File: src/rtl/freq_meas_if.sv
// freq_meas_if: command and result bundle between the Nios-side control and the measurement sequencer
interface freq_meas_if #(parameter int CNT_W = 32);
    logic             start;
    logic             abort;
    logic             sig_in;
    logic [CNT_W-1:0] freq_base;
    logic [4:0]       time_del;
    logic [CNT_W-1:0] timeout_cyc;
    logic             busy;
    logic             gate;
    logic             done;
    logic             result_valid;
    logic             timeout_err;
    logic [CNT_W-1:0] cnt_ref;
    logic [CNT_W-1:0] cnt_sig;
    modport master (
        output start, abort, sig_in, freq_base, time_del, timeout_cyc,
        input  busy, gate, done, result_valid, timeout_err, cnt_ref, cnt_sig
    );
    modport slave (
        input  start, abort, sig_in, freq_base, time_del, timeout_cyc,
        output busy, gate, done, result_valid, timeout_err, cnt_ref, cnt_sig
    );
endinterface

File: src/rtl/freq_meas_ctrl.sv
// freq_meas_ctrl: reciprocal gated-count sequencer; gate opens and closes on signal rising edges
module freq_meas_ctrl #(
    parameter int CNT_W       = 32,
    parameter int SYNC_STAGES = 2
) (
    input  logic        clk,
    input  logic        reset,
    freq_meas_if.slave  bus
);
    typedef enum logic [2:0] {IDLE, ARM, GATE, CLOSE, DONE} state_t;
    state_t state;
    logic [SYNC_STAGES-1:0] sync;
    logic sig_d, sig_rise, gate_full, close_now, timed_out;
    logic [CNT_W-1:0] gate_len, elapsed, sig_w, timer;
    logic [CNT_W-1:0] shifted, elapsed_inc, sig_w_inc, timer_inc;

    function automatic logic [CNT_W-1:0] sat_inc(input logic [CNT_W-1:0] v);
        return (&v) ? v : v + CNT_W'(1);
    endfunction

    // bring sig_in into the clk domain and keep the previous synchronized value for edge detection
    always_ff @(posedge clk or posedge reset) begin
        if (reset) begin
            sync  <= '0;
            sig_d <= 1'b0;
        end else begin
            sync  <= {sync[SYNC_STAGES-2:0], bus.sig_in};
            sig_d <= sync[SYNC_STAGES-1];
        end
    end

    // elapsed counts clocks since the opening edge, so the current cycle's value is the register plus one
    always_comb begin
        sig_rise    = sync[SYNC_STAGES-1] & ~sig_d;
        shifted     = bus.freq_base >> bus.time_del;
        elapsed_inc = sat_inc(elapsed);
        sig_w_inc   = sig_rise ? sat_inc(sig_w) : sig_w;
        timer_inc   = sat_inc(timer);
        gate_full   = elapsed_inc >= gate_len;
        close_now   = sig_rise && gate_full;
        timed_out   = (bus.timeout_cyc != '0) && (timer_inc >= bus.timeout_cyc);
    end

    // measurement FSM with registered status outputs and result latching
    always_ff @(posedge clk or posedge reset) begin
        if (reset) begin
            state            <= IDLE;
            gate_len         <= '0;
            elapsed          <= '0;
            sig_w            <= '0;
            timer            <= '0;
            bus.busy         <= 1'b0;
            bus.gate         <= 1'b0;
            bus.done         <= 1'b0;
            bus.result_valid <= 1'b0;
            bus.timeout_err  <= 1'b0;
            bus.cnt_ref      <= '0;
            bus.cnt_sig      <= '0;
        end else begin
            bus.done <= 1'b0;
            case (state)
                IDLE: begin
                    if (bus.start && !bus.abort) begin
                        state            <= ARM;
                        bus.busy         <= 1'b1;
                        gate_len         <= (shifted == '0) ? CNT_W'(1) : shifted;
                        bus.timeout_err  <= 1'b0;
                        bus.result_valid <= 1'b0;
                        elapsed          <= '0;
                        sig_w            <= '0;
                        timer            <= '0;
                    end
                end
                ARM: begin
                    if (bus.abort) begin
                        state    <= IDLE;
                        bus.busy <= 1'b0;
                    end else if (sig_rise) begin
                        state    <= GATE;
                        bus.gate <= 1'b1;
                        elapsed  <= '0;
                        sig_w    <= '0;
                    end else if (timed_out) begin
                        state            <= DONE;
                        bus.done         <= 1'b1;
                        bus.timeout_err  <= 1'b1;
                        bus.result_valid <= 1'b0;
                        bus.cnt_ref      <= '0;
                        bus.cnt_sig      <= '0;
                    end else begin
                        timer <= timer_inc;
                    end
                end
                GATE, CLOSE: begin
                    if (bus.abort) begin
                        state    <= IDLE;
                        bus.busy <= 1'b0;
                        bus.gate <= 1'b0;
                    end else if (close_now) begin
                        state            <= DONE;
                        bus.gate         <= 1'b0;
                        bus.done         <= 1'b1;
                        bus.result_valid <= 1'b1;
                        bus.cnt_ref      <= elapsed_inc;
                        bus.cnt_sig      <= sig_w_inc;
                    end else begin
                        elapsed <= elapsed_inc;
                        sig_w   <= sig_w_inc;
                        if (state == GATE) begin
                            if (gate_full) begin
                                state <= CLOSE;
                                timer <= '0;
                            end
                        end else if (timed_out) begin
                            state            <= DONE;
                            bus.gate         <= 1'b0;
                            bus.done         <= 1'b1;
                            bus.timeout_err  <= 1'b1;
                            bus.result_valid <= 1'b0;
                            bus.cnt_ref      <= '0;
                            bus.cnt_sig      <= '0;
                        end else begin
                            timer <= timer_inc;
                        end
                    end
                end
                DONE: begin
                    state    <= IDLE;
                    bus.busy <= 1'b0;
                end
                default: begin
                    state    <= IDLE;
                    bus.busy <= 1'b0;
                    bus.gate <= 1'b0;
                end
            endcase
        end
    end
endmodule

File: src/flat_wrapper.sv
// flat-port wrapper written by rule: the top's interface ports become plain ports
module freq_meas_ctrl_flat 
#(
    parameter int CNT_W       = 32,
    parameter int SYNC_STAGES = 2
)
  (clk, reset, bus_start, bus_abort, bus_sig_in, bus_freq_base, bus_time_del, bus_timeout_cyc, bus_busy, bus_gate, bus_done, bus_result_valid, bus_timeout_err, bus_cnt_ref, bus_cnt_sig);
  freq_meas_if #(.CNT_W(CNT_W)) bus_i ();
  input  logic clk;
  input  logic reset;
  input wire logic [$bits(bus_i.start)-1:0] bus_start;
  input wire logic [$bits(bus_i.abort)-1:0] bus_abort;
  input wire logic [$bits(bus_i.sig_in)-1:0] bus_sig_in;
  input wire logic [$bits(bus_i.freq_base)-1:0] bus_freq_base;
  input wire logic [$bits(bus_i.time_del)-1:0] bus_time_del;
  input wire logic [$bits(bus_i.timeout_cyc)-1:0] bus_timeout_cyc;
  output wire logic [$bits(bus_i.busy)-1:0] bus_busy;
  output wire logic [$bits(bus_i.gate)-1:0] bus_gate;
  output wire logic [$bits(bus_i.done)-1:0] bus_done;
  output wire logic [$bits(bus_i.result_valid)-1:0] bus_result_valid;
  output wire logic [$bits(bus_i.timeout_err)-1:0] bus_timeout_err;
  output wire logic [$bits(bus_i.cnt_ref)-1:0] bus_cnt_ref;
  output wire logic [$bits(bus_i.cnt_sig)-1:0] bus_cnt_sig;
  assign bus_i.start = bus_start;
  assign bus_i.abort = bus_abort;
  assign bus_i.sig_in = bus_sig_in;
  assign bus_i.freq_base = bus_freq_base;
  assign bus_i.time_del = bus_time_del;
  assign bus_i.timeout_cyc = bus_timeout_cyc;
  assign bus_busy = bus_i.busy;
  assign bus_gate = bus_i.gate;
  assign bus_done = bus_i.done;
  assign bus_result_valid = bus_i.result_valid;
  assign bus_timeout_err = bus_i.timeout_err;
  assign bus_cnt_ref = bus_i.cnt_ref;
  assign bus_cnt_sig = bus_i.cnt_sig;
  freq_meas_ctrl #(.CNT_W(CNT_W), .SYNC_STAGES(SYNC_STAGES)) u_core (.clk(clk), .reset(reset), .bus(bus_i));
endmodule
File: config.mk
export PLATFORM = sky130hd
export DESIGN_NAME = freq_meas_ctrl_flat
export DESIGN_NICKNAME = d
export VERILOG_FILES = /design/src/rtl/freq_meas_if.sv /design/src/rtl/freq_meas_ctrl.sv /design/src/flat_wrapper.sv
export SDC_FILE = /design/constraint.sdc
export NUM_CORES = 1
export LEC_CHECK = 0
export CAP_MARGIN = 0
export CORE_ASPECT_RATIO = 0.75
export CORE_MARGIN = 5
export CORE_UTILIZATION = 57
export CTS_CLUSTER_DIAMETER = 40
export CTS_CLUSTER_SIZE = 12
export DETAILED_ROUTE_END_ITERATION = 7
export PLACE_DENSITY = 0.8
export REMOVE_ABC_BUFFERS = 1
export SETUP_SLACK_MARGIN = 0.15
export SKIP_CTS_REPAIR_TIMING = 1
export SYNTH_ARGS = -nofsm -noshare
export SYNTH_HDL_FRONTEND = slang
export SYNTH_SLANG_ARGS = --single-unit
export TNS_END_PERCENT = 100
File: constraint.sdc
create_clock -name clk -period 14.55 [get_ports clk]
set_input_delay 2.1825 -clock clk [delete_from_list [all_inputs] [get_ports clk]]
set_output_delay 2.1825 -clock clk [all_outputs]
set_load 0.05 [all_outputs]
==> impl_metrics.json <==
{
  "worst_slew_pin_slew_ps": 1160,
  "max_freq_ghz": 0.156,
  "path_clk_slew_ps": 60,
  "maxCapViolations": 0,
  "dp.cells": 1864,
  "synth_flop_cell": "dfrtp_1",
  "power_mw": 1.56,
  "ios": 143,
  "grt_max_degree": 134,
  "path_class": "flop to flop",
  "multi_input_area_mm2": 0.00786,
  "ir_drop_v": 0.0000887,
  "cts_tree": "yes",
  "grt_remaining_overflow": 0,
  "vias": 12300,
  "cts_buffers": 28,
  "clkLatencyLatePin_ps": 540,
  "crit_fanout": 49,
  "viasPerCell": 6.43,
  "cts-root-buf": "clkbuf_16",
  "rsz0062_at_grt": "no",
  "clock_skew_ps": 18.1,
  "hold_viol_final": 0,
  "first_pass_iters": 6,
  "dieArea_mm2": 0.0273,
  "start_util_pct": 57.5,
  "startpoint_type": "flop",
  "fin_cells": 1914,
  "first_iter_violations": 1335,
  "syn_avg_cell_area_um2": 9.20,
  "place_congestion": 0.907,
  "antenna_found_initial": 0,
  "syn2layout_area_growth_pct": 18.1,
  "drc_errors": 0,
  "period_minus_slack_ps": 6430,
  "setup_viol": 0,
  "setup_tns_ps": 0,
  "clock_path_buffers": 3,
  "ys_seq_elements": 203,
  "critPathArrivalTime_ps": 6840,
  "pwr_density_cell_mw_per_mm2": 96.7,
  "routed_wl_mm": 37.4,
  "numPortBuffers": 142,
  "fillers": 1839,
  "yosysUniqueCellTypes": 82,
  "r2r_slack_ps": 8120,
  "min_path_type": "flop to flop",
  "drive_above_1_share_pct": 7.90,
  "die_height_um": 144,
  "hold_slack_ps": 349,
  "grt.total_usage_pct": 27.1,
  "rows": 49,
  "cp_data_required_time_ps": 14960,
  "wire_per_inst_um": 19.6,
  "period_share_pct": 44.2,
  "cts_max_level": 1,
  "leakagePower_nw": 7.41,
  "grt_pass1_vias": 11800,
  "grt_pass1_wl_mm": 61.1,
  "ys.warnings.count": 0,
  "async_reset_ff_share_pct": 100,
  "syn_area_mm2": 0.0137,
  "cts_sinks": 203,
  "status": "completed",
  "dp_hpwl_mm": 25.8,
  "synth-edff-count": 0,
  "end_kind": "flop",
  "core_mm2": 0.0238,
  "relSlewSlack_pct": 22.9,
  "register_area_mm2": 0.00508,
  "yosysSeqAreaShare_pct": 37.1,
  "drtAntennaViolNets": 0,
  "slew_violations": 0,
  "netlist_instances": 1490,
  "antennaDiodeCount": 0,
  "chipWidth_um": 189,
  "fin_nets": 1729
}
[placed cells by master, fill, tap and decap left out, types with 6 or more instances in the layout]
master           netlist  routed
mux2i_1               30      30
nand4_1               29      29
nand2b_1              10       9
and3_1                33      33
o21a_1                 6       6
a31oi_1               14      14
xnor2_1               60      60
o2bb2ai_1             15      15
buf_4                  1      11
clkdlybuf4s50_1        0     141
a21o_1                14      14
and2_1                14      14
clkbuf_16              0      29
a22o_1                67      67
nor2_1                81      81
nand3_1               54      53
a211o_1               12      12
inv_1                102     101
nor4_1                15      15
mux4_2                22      22
and4_1                12      12
o211ai_1               6       6
dfrtp_1              203     203
nor3_1                34      34
or3_1                 16      16
a21oi_1               67      67
mux2_2                16      16
o21ai_0              116     116
nand2_1              137     136
xor2_1                28      28
ha_1                  67      67
o31ai_1               35      35
[layer usage]
metal / part of all wire (%) / vias to the layer above / track usage, % / wire length (um)
li1: - / 5659 / - / -
met1: 44 / 5955 / 39.8 / 16600
met2: 44 / 598 / 41.2 / 16600
met3: 8.9 / 87 / 5.65 / 3330
met4: 2.2 / 0 / 7.55 / 842
met5: 0 / - / 0 / 0
[area by class of cell]
| class | count | share of cell area [%] |
|---|---|---|
| Clock buffer | 33 | 4.70 |
| Clock inverter | 17 | 1.24 |
| Inverter | 104 | 2.46 |
| Multi-Input combinational cell | 1098 | 48.6 |
| Sequential cell | 203 | 31.4 |
| Tap cell | 306 | 2.37 |
| Timing Repair Buffer | 153 | 9.26 |
[critical path, cell delays in order, from the launching register on]
cell      delay, ps
dfrtp_1         500
and4_1          310
nand4_2         230
nor4_4          590
nand3_1         210
nor2_1          300
nand2_1         110
xor2_1          250
inv_1           110
ha_1            320
a21oi_1         160
nor2_1           60
a211oi_1        250
o211ai_1        180
o21ai_1         810
nand2b_1        830
inv_2           670
a22o_1          390
[path summary, 6_finish.rpt]
path                            cells past startpoint              start                     end
worst min register to register                      0     u_core.sync[0]          u_core.sync[1]
max in group asynchronous                           3              reset       u_core.elapsed[8]
worst max-delay path                               17  u_core.elapsed[9]  u_core.bus.cnt_sig[25]
worst min-delay path                                0     u_core.sync[0]          u_core.sync[1]
min in group asynchronous                           2              reset  u_core.bus.cnt_sig[11]
worst max register to register                     17  u_core.elapsed[9]  u_core.bus.cnt_sig[25]
[report_power, final]
group / total, mW / internal [mW] / switching, mW
logic: 0.251 / 0.101 / 0.151
registers: 0.607 / 0.590 / 0.0172
clock network: 0.706 / 0.431 / 0.275
total: 1.56 / 1.12 / 0.443
[synth_stat cells (15+ instances only)]
master	n	area share [%]
a21oi_1	67	2.4
a22o_1	67	4.3
and3_1	33	1.5
buf_2	28	1.0
clkbuf_1	47	1.3
dfrtp_1	203	37
ha_1	67	6.1
inv_1	102	2.8
mux2_2	16	1.3
mux2i_1	30	2.2
mux4_2	22	3.6
nand2_1	137	3.8
nand3_1	54	2.0
nand4_1	29	1.3
nor2_1	81	2.2
nor3_1	34	1.2
nor4_1	15	0.68
o21ai_0	116	4.2
o2bb2ai_1	15	0.96
o31ai_1	35	1.9
or3_1	16	0.73
xnor2_1	60	3.8
xor2_1	28	1.8
[state kept, by name, indices dropped and copies added (netlist names), 2 cells and up]
name	count
u_core.bus.cnt_ref	32
u_core.bus.cnt_sig	32
u_core.elapsed	32
u_core.gate_len	32
u_core.sig_w	32
u_core.timer	32
u_core.state	3
u_core.sync	2
[stage by stage]
step,cell area [um2],setup WS (ps),util (%)
2_1_floorplan,13300,6830,-
3_5_place_dp,15200,8460,63.8
6_report,16200,8120,67.8
4_1_cts,16200,8350,67.8
3_3_place_gp,15200,8580,63.8
5_1_grt,16200,7860,67.8
[kinds of logic after synthesis]
group	share of synthesized area [%]
adders and majority gates	6.12
muxes	8.35
and+or+nand+nor	17.3
AOI/OAI and AO/OA	19.8
xor gates and xnor gates	5.62
DFF	37.1
buffers and inverters	5.73
(Power assumes the default switching activity.)
